==> config.mk <==
export PLATFORM = sky130hd
export DESIGN_NAME = control_pipe
export DESIGN_NICKNAME = d
export VERILOG_FILES = /design/src/rtl/control_pipe.sv
export SDC_FILE = /design/constraint.sdc
export NUM_CORES = 1
export LEC_CHECK = 0
export ABC_AREA = 0
export BUFFER_PORTS_ARGS = -buffer_cell sky130_fd_sc_hd__buf_2
export CAP_MARGIN = 20
export CORE_UTILIZATION = 40
export DETAILED_ROUTE_END_ITERATION = 16
export GPL_ROUTABILITY_DRIVEN = 0
export PLACE_DENSITY = 0.68
export SETUP_SLACK_MARGIN = 0.4
export SLEW_MARGIN = 10
export SYNTH_ARGS = -nofsm -noshare
export SYNTH_HDL_FRONTEND = slang
export SYNTH_SLANG_ARGS = --single-unit
==> constraint.sdc <==
create_clock -name clk_i -period 2.4 [get_ports clk_i]
set_input_delay 0.12 -clock clk_i [delete_from_list [all_inputs] [get_ports clk_i]]
set_output_delay 0.12 -clock clk_i [all_outputs]
set_load 0.05 [all_outputs]
==> src/rtl/control_pipe.sv <==
// RV32I main control for the 5-stage core: ID-stage opcode decode, load-use
// hazard detection with a multi-cycle stall counter, and the ID/EX control register.
module control_pipe #(
    parameter int OP_W         = 7,
    parameter int RA_W         = 5,
    parameter int ALUOP_W      = 2,
    parameter int STALL_CYCLES = 1,
    parameter int CNT_W        = 16
) (
    input  logic               clk_i,
    input  logic               rst_n_i,
    input  logic               ID_valid_i,
    input  logic [OP_W-1:0]    ID_op_i,
    input  logic [RA_W-1:0]    ID_rs1_i,
    input  logic [RA_W-1:0]    ID_rs2_i,
    input  logic [RA_W-1:0]    EX_rd_i,
    input  logic               EX_redirect_i,
    input  logic               hold_i,
    output logic [2:0]         ID_imm_sel_o,
    output logic [ALUOP_W-1:0] EX_ALUop_o,
    output logic               EX_ALUsrc_o,
    output logic               EX_RegWrite_o,
    output logic               EX_MemRead_o,
    output logic               EX_MemWrite_o,
    output logic               EX_MemToReg_o,
    output logic               EX_Branch_o,
    output logic               EX_Jump_o,
    output logic               EX_illegal_o,
    output logic               stall_o,
    output logic               flush_o,
    output logic [CNT_W-1:0]   bubble_cnt_o
);

    localparam int SC_W   = $clog2(STALL_CYCLES + 1);
    localparam int CTRL_W = ALUOP_W + 8;

    localparam logic [OP_W-1:0] OPC_R      = OP_W'(7'b0110011);
    localparam logic [OP_W-1:0] OPC_I      = OP_W'(7'b0010011);
    localparam logic [OP_W-1:0] OPC_LOAD   = OP_W'(7'b0000011);
    localparam logic [OP_W-1:0] OPC_STORE  = OP_W'(7'b0100011);
    localparam logic [OP_W-1:0] OPC_BRANCH = OP_W'(7'b1100011);
    localparam logic [OP_W-1:0] OPC_JAL    = OP_W'(7'b1101111);

    localparam logic [SC_W-1:0] SC_RELOAD = SC_W'(STALL_CYCLES - 1);

    logic [1:0]        w_aluop;
    logic              w_src, w_rw, w_mr, w_mw, w_mtr, w_br, w_j, w_ill;
    logic              w_uses_rs2;
    logic [2:0]        w_imm_sel;
    logic [CTRL_W-1:0] w_dec_ctrl;
    logic              w_haz;
    logic [CNT_W-1:0]  w_bubble_next;

    logic [CTRL_W-1:0] r_ctrl;
    logic [SC_W-1:0]   r_cnt;
    logic [CNT_W-1:0]  r_bubble_cnt;

    always_comb begin
        w_aluop    = 2'b00;
        w_src      = 1'b0;
        w_rw       = 1'b0;
        w_mr       = 1'b0;
        w_mw       = 1'b0;
        w_mtr      = 1'b0;
        w_br       = 1'b0;
        w_j        = 1'b0;
        w_ill      = 1'b0;
        w_uses_rs2 = 1'b0;
        w_imm_sel  = 3'd0;
        case (ID_op_i)
            OPC_R: begin
                w_aluop    = 2'b11;
                w_rw       = 1'b1;
                w_uses_rs2 = 1'b1;
            end
            OPC_I: begin
                w_aluop = 2'b10;
                w_src   = 1'b1;
                w_rw    = 1'b1;
            end
            OPC_LOAD: begin
                w_aluop = 2'b01;
                w_src   = 1'b1;
                w_rw    = 1'b1;
                w_mr    = 1'b1;
                w_mtr   = 1'b1;
            end
            OPC_STORE: begin
                w_aluop    = 2'b01;
                w_src      = 1'b1;
                w_mw       = 1'b1;
                w_uses_rs2 = 1'b1;
                w_imm_sel  = 3'd1;
            end
            OPC_BRANCH: begin
                w_br       = 1'b1;
                w_uses_rs2 = 1'b1;
                w_imm_sel  = 3'd2;
            end
            OPC_JAL: begin
                w_src     = 1'b1;
                w_rw      = 1'b1;
                w_j       = 1'b1;
                w_imm_sel = 3'd3;
            end
            default: w_ill = 1'b1;
        endcase
    end

    // An invalid ID slot decodes to a bubble, including the illegal flag.
    assign w_dec_ctrl = ID_valid_i
                      ? {ALUOP_W'(w_aluop), w_src, w_rw, w_mr, w_mw, w_mtr, w_br, w_j, w_ill}
                      : '0;

    assign w_haz = EX_MemRead_o & (EX_rd_i != '0) & ID_valid_i
                 & ((EX_rd_i == ID_rs1_i) | (w_uses_rs2 & (EX_rd_i == ID_rs2_i)));

    assign stall_o       = (w_haz | (r_cnt != '0)) & ~EX_redirect_i;
    assign flush_o       = EX_redirect_i;
    assign ID_imm_sel_o  = w_imm_sel;
    assign w_bubble_next = (&r_bubble_cnt) ? r_bubble_cnt : r_bubble_cnt + CNT_W'(1);

    always_ff @(posedge clk_i or negedge rst_n_i) begin
        if (!rst_n_i) begin
            r_ctrl       <= '0;
            r_cnt        <= '0;
            r_bubble_cnt <= '0;
        end else if (EX_redirect_i) begin
            r_ctrl       <= '0;
            r_cnt        <= '0;
            r_bubble_cnt <= w_bubble_next;
        end else if (!hold_i) begin
            if (stall_o) begin
                r_ctrl       <= '0;
                r_bubble_cnt <= w_bubble_next;
                // cnt==0 while stalling implies a fresh hazard: arm the remaining bubbles.
                if (r_cnt == '0) begin
                    r_cnt <= SC_RELOAD;
                end else begin
                    r_cnt <= r_cnt - SC_W'(1);
                end
            end else begin
                r_ctrl <= w_dec_ctrl;
            end
        end
    end

    assign EX_ALUop_o    = r_ctrl[CTRL_W-1 -: ALUOP_W];
    assign EX_ALUsrc_o   = r_ctrl[7];
    assign EX_RegWrite_o = r_ctrl[6];
    assign EX_MemRead_o  = r_ctrl[5];
    assign EX_MemWrite_o = r_ctrl[4];
    assign EX_MemToReg_o = r_ctrl[3];
    assign EX_Branch_o   = r_ctrl[2];
    assign EX_Jump_o     = r_ctrl[1];
    assign EX_illegal_o  = r_ctrl[0];
    assign bubble_cnt_o  = r_bubble_cnt;

endmodule

Word-level counts from Yosys, hierarchy flattened
Cells that the tools add are included.
Storage, ports and cells
  output and inout port bits: 31
  logic and storage cells: 53
  register bits after elaboration: 27
  input bits: 27
Cells by class
  reductions and logical operators: 9
  add/subtract/negate cells: 2
  mux-type cells: 22
  equality and inequality tests: 9
  bitwise operators: 8
Operator list (number)
  16-bit two-way mux: 4
  10-bit two-way mux: 4
  16-bit by 1-bit adder with 16-bit output, second input constant: 1
  16-bit AND reduction: 1
  7-bit by 6-bit == test with 1-bit output, second input constant: 2
  7-bit == test, second input constant: 2
  1-bit two-way mux: 12
  2-bit case mux with 3 select lines: 2
  5-bit == test: 2
  4-bit OR reduction: 2
  7-bit by 2-bit == test with 1-bit output, second input constant: 1
  7-bit by 5-bit == test with 1-bit output, second input constant: 1
  6-bit OR reduction: 1
  1-bit bitwise AND: 5
  5-bit nonzero test: 1
  3-bit OR reduction: 1
  2-bit inequality test, second input constant: 1
  1-bit OR: 2
  2-bit AND reduction: 1
  2-bit nonzero test: 1
  2-bit OR reduction: 1
  1-bit NOT: 1
  1-bit subtractor, second input constant: 1

Longest topological paths before layout
  word-level depth: 11
  depth in mapped cells: 9
  mapped depth without buffers: 8

Worst setup path before layout
No wires, ideal clock.
  path kind: reg2reg
  from: register r_bubble_cnt[0] (netlist: bubble_cnt_o[0])
  to: register r_bubble_cnt[14] (netlist: bubble_cnt_o[14])
  cell stages (with the launch flop): 10
  arrival: 1940 ps
  required time: 2258 ps
  period minus slack after synthesis: 2081 ps
  library setup time: 142 ps
  slack: 319 ps
  cells stage by stage: dfrtp_1 > ha_1 > nand4_1 > nor2_1 > a311oi_1 > o21ai_0 > nand2_1 > buf_2 > nand4_1 > xnor2_1
Between the ends
  longest elaborated chain between the ends: 5
  elaborated cells on any way between the ends: 6
  those cells by class: add/sub: 1; mux: 4; reduce/logical: 1
RTL lines
  start: declaration: RTL line 56  | logic [CNT_W-1:0] r_bubble_cnt;
  start signal: assignment: RTL line 131  | r_bubble_cnt <= w_bubble_next;
  start signal: assignment: RTL line 135  | r_bubble_cnt <= w_bubble_next;
  16-bit by 1-bit adder with 16-bit output / 16-bit AND reduction (equally long branches): RTL line 121  | assign w_bubble_next = (&r_bubble_cnt) ? r_bubble_cnt : r_bubble_cnt + CNT_W'(1);
  16-bit two-way mux *: RTL line 121
  16-bit two-way mux: RTL line 133  | if (stall_o) begin
  16-bit two-way mux: RTL line 132  | end else if (!hold_i) begin
  16-bit two-way mux *: RTL line 128  | end else if (EX_redirect_i) begin
Mark *: on every way between the ends. The rest lies on a longest branch, timed or not. The select of a mux whose other input is x is not followed.
A chain may end at the register's enable or synchronous reset.

Final worst setup path
  from: register r_bubble_cnt[0] (netlist: bubble_cnt_o[0])
  to: register r_bubble_cnt[1] (netlist: bubble_cnt_o[1])
Same word-level chain as after synthesis.

==> impl_metrics.env <==
export IMPL_ys_warn_count=0
export IMPL_peakVddDrop_v=0.0006730
export IMPL_netlist_top_cells_count="dfrtp_1, xnor2_1, nand2_1, nor2_1, nand3_1"
export IMPL_clockBufferDepth=2
export IMPL_ys_seq_area_frac=0.4545
export IMPL_drt_iter0_markers=25
export IMPL_min_period_over_period=0.7912
export IMPL_place_worst_setup_slack_ns=0.3735
export IMPL_slowest_delay_ns=0.45
export IMPL_p_leak_uw=0.0008904
export IMPL_fin_cells=239
export IMPL_fin_nets=224
export IMPL_async_flop_share=1.000
export IMPL_fillers=304
export IMPL_grt_util_met2=0.3187
export IMPL_finalSetupViolCount=0
export IMPL_io_buffers=56
export IMPL_dieArea_sq_um=3680
export IMPL_timing_final_ws_setup_ns=0.5012
export IMPL_die_w_um=60.66
export IMPL_ios=58
export IMPL_rows=20
export IMPL_synth_seq_cells=25
export IMPL_syn2layout_area_growth_pct=27.00
export IMPL_syn_nets=164
export IMPL_clock_sinks=25
export IMPL_power_density_nw_per_um2=683.9
export IMPL_skew_ns=0.002742
export IMPL_synth_most_common_cell="dfrtp_1"
export IMPL_synth_area_leaders="dfrtp_1, xnor2_1, nand2_1, nand3_1, nand4_1"
export IMPL_fmax_mhz=526.6
export IMPL_synth_xor_area_frac=0.1527
export IMPL_drv_cap=0
export IMPL_synth_simple_gate_area_frac=0.2064
export IMPL_synthMuxAreaShare=0.008182
export IMPL_drv_slew=0
export IMPL_clk_pin_slew_ns=0.13
export IMPL_design_area_sq_um=1748
export IMPL_cts_root_buf="clkbuf_4"
export IMPL_critPathMaxFanout=6
export IMPL_critPathLaunchType="flip-flop"
export IMPL_detail_route_antenna_nets=0
export IMPL_cp_cell_sequence="ha_1 -> nand4_1 -> nor2_4 -> a311oi_1 -> o21ai_1 -> nand2_2 -> mux2_1"
export IMPL_core_sq_um=3153
export IMPL_place_inst=232
export IMPL_max_slew_worst_pin_slew_ns=0.5542
export IMPL_drive_above_1_share=0.3538
export IMPL_diodes=0
export IMPL_numCtsBuffers=3
export IMPL_grt_pass1_vias=1181
export IMPL_rsz0062_at_grt="false"
export IMPL_cts_tree="built"
export IMPL_yosys_area_top_type_share=0.4545
export IMPL_worstSetupPathType="reg -> reg"
export IMPL_setup_tns_ns=0
export IMPL_crit_required_ns=2.60
export IMPL_grt_pass1_wl_um=5085
export IMPL_yosysUniqueCellTypes=36
export IMPL_die_y_um=60.66
export IMPL_grt_use_met1=0.2442
export IMPL_worstPathArrival_ns=2.10
export IMPL_syn_area_sq_um=1376
export IMPL_dr_pass1_iters=4
export IMPL_vias=1233
export IMPL_grt_max_degree=26
export IMPL_placed_area_sq_um=1690
export IMPL_busiest_layer="met2"
export IMPL_synth_top_family_by_area="simple AND/OR/NAND/NOR gates"
export IMPL_grt_overflow=0
export IMPL_slowest_stage="dfrtp_2"
export IMPL_hold_violations=0
export IMPL_netlist_instances=136
export IMPL_htree_num_levels=1
export IMPL_vias_per_cell=5.159
export IMPL_antenna_found_initial=0
export IMPL_hpwl_um=2421
export IMPL_synth_area_leader_cell="dfrtp_1"
export IMPL_fin_crit_ns=1.899
export IMPL_clk_latency_ns=0.31
export IMPL_hold_path_class="in -> reg"
export IMPL_grt_util_met3=0.02132
export IMPL_synth_edff_count=0
export IMPL_cp_end_kind="flip-flop"
export IMPL_initial_core_util=0.4365
export IMPL_slew_headroom=0.6305
export IMPL_synth_compound_area_frac=0.1327
export IMPL_ys_flop_type="dfrtp_1"
export IMPL_synth_fa_ha_area_frac=0.009091
export IMPL_drt_wl_total_um=3200
export IMPL_synth_area_per_cell_sq_um=10.12
export IMPL_track_usage=0.1862
export IMPL_drc=0
export IMPL_outcome="completed"
export IMPL_routedWlPerCell_um=13.39
flip-flops by register name (all words and copies together) (netlist names):
name / flops
bubble_cnt_o: 16
r_ctrl: 9
critical path: cells and delay by family (launching register included):
kind	cells	cell delay [ns]
adder cells (fa/ha/maj)	1	0.23
AO/OA/AOI/OAI	2	0.38
multiplexers	1	0.33
flip-flops	1	0.45
AND/OR/NAND/NOR	3	0.41
per-layer routing:
| metal | vias to the layer above | share of wire |
|---|---|---|
| met1 | 576 | 0.45 |
| li1 | 600 | - |
| met4 | 0 | 0.0031 |
| met2 | 55 | 0.48 |
| met5 | - | 0 |
| met3 | 2 | 0.068 |
cell type report:
cell class | count | area, sq um | area share
well taps | 44 | 55.05 | 0.03150
repair buffers | 59 | 305.3 | 0.1747
clock buffers | 4 | 26.28 | 0.01503
multi-input cells | 103 | 718.2 | 0.4109
inverters | 4 | 15.01 | 0.008590
flip-flops and latches | 25 | 628.1 | 0.3593
path summary, 6_finish.rpt:
| kind | from | endpoint | slack, ns | cells past startpoint |
|---|---|---|---|---|
| min reg2reg | r_ctrl[7] | r_ctrl[7] | 0.48 | 2 |
| max in group asynchronous | rst_n_i | bubble_cnt_o[0] | 1.69 | 2 |
| min in group asynchronous | rst_n_i | r_ctrl[7] | 0.31 | 2 |
| max reg2reg | bubble_cnt_o[0] | bubble_cnt_o[1] | 0.50 | 7 |
| min | ID_op_i[4] | r_ctrl[9] | 0.13 | 2 |
| max | bubble_cnt_o[0] | bubble_cnt_o[1] | 0.50 | 7 |
report_power, final:
group / internal (uW) / switching (uW) / leakage, uW / total, uW
Sequential: 482 / 78.6 / 0.000330 / 561
Clock: 64.9 / 116 / 0.0000150 / 181
Combinational: 130 / 325 / 0.000546 / 454
kinds of logic (layout without fill, tap and decap cells):
group,after synthesis,after routing
adders and majority gates,1,1
muxes,1,1
other,1,1
xor gates and xnor gates,24,24
and+or+nand+nor,54,55
buffers and inverters,9,67
DFF,25,25
AOI/OAI and AO/OA,21,21
timing repair:
item                                    in CTS  in global routing
gates cloned                                 0                  1
buffers inserted                             0                  1
pin swaps                                    0                  1
hold endpoints to repair                    25                  0
hold buffers                                 1                  0
resized for setup                            1                  3
endpoints found under the setup margin       2                  8
per-stage QoR:
step,total power [uW],hold slack (ns),utilization
6_report,1195,0.1289,0.5544
5_1_grt,1263,0.1372,0.5544
4_1_cts,1209,0.1153,0.5484
3_5_place_dp,1019,0.1460,0.5361
3_3_place_gp,1007,0.1343,0.5361
2_1_floorplan,882.4,-0.1756,-
placed cells by master, fill, tap and decap left out, types with 2 or more instances in the layout:
| cell | synthesis | layout |
|---|---|---|
| inv_1 | 4 | 4 |
| nor2b_1 | 2 | 2 |
| dfrtp_1 | 25 | 23 |
| a22o_1 | 4 | 4 |
| nand4_1 | 7 | 7 |
| buf_4 | 3 | 2 |
| a21oi_1 | 2 | 2 |
| dfrtp_2 | 0 | 2 |
| clkbuf_4 | 0 | 3 |
| nand2_1 | 15 | 15 |
| xnor2_1 | 20 | 20 |
| a32o_1 | 4 | 4 |
| nand3_1 | 10 | 10 |
| nor2_1 | 11 | 10 |
| and3_1 | 3 | 3 |
| buf_2 | 1 | 56 |
| o21ai_1 | 1 | 2 |
| xor2_1 | 4 | 4 |
Note: power is estimated with default switching activity, not from simulation.
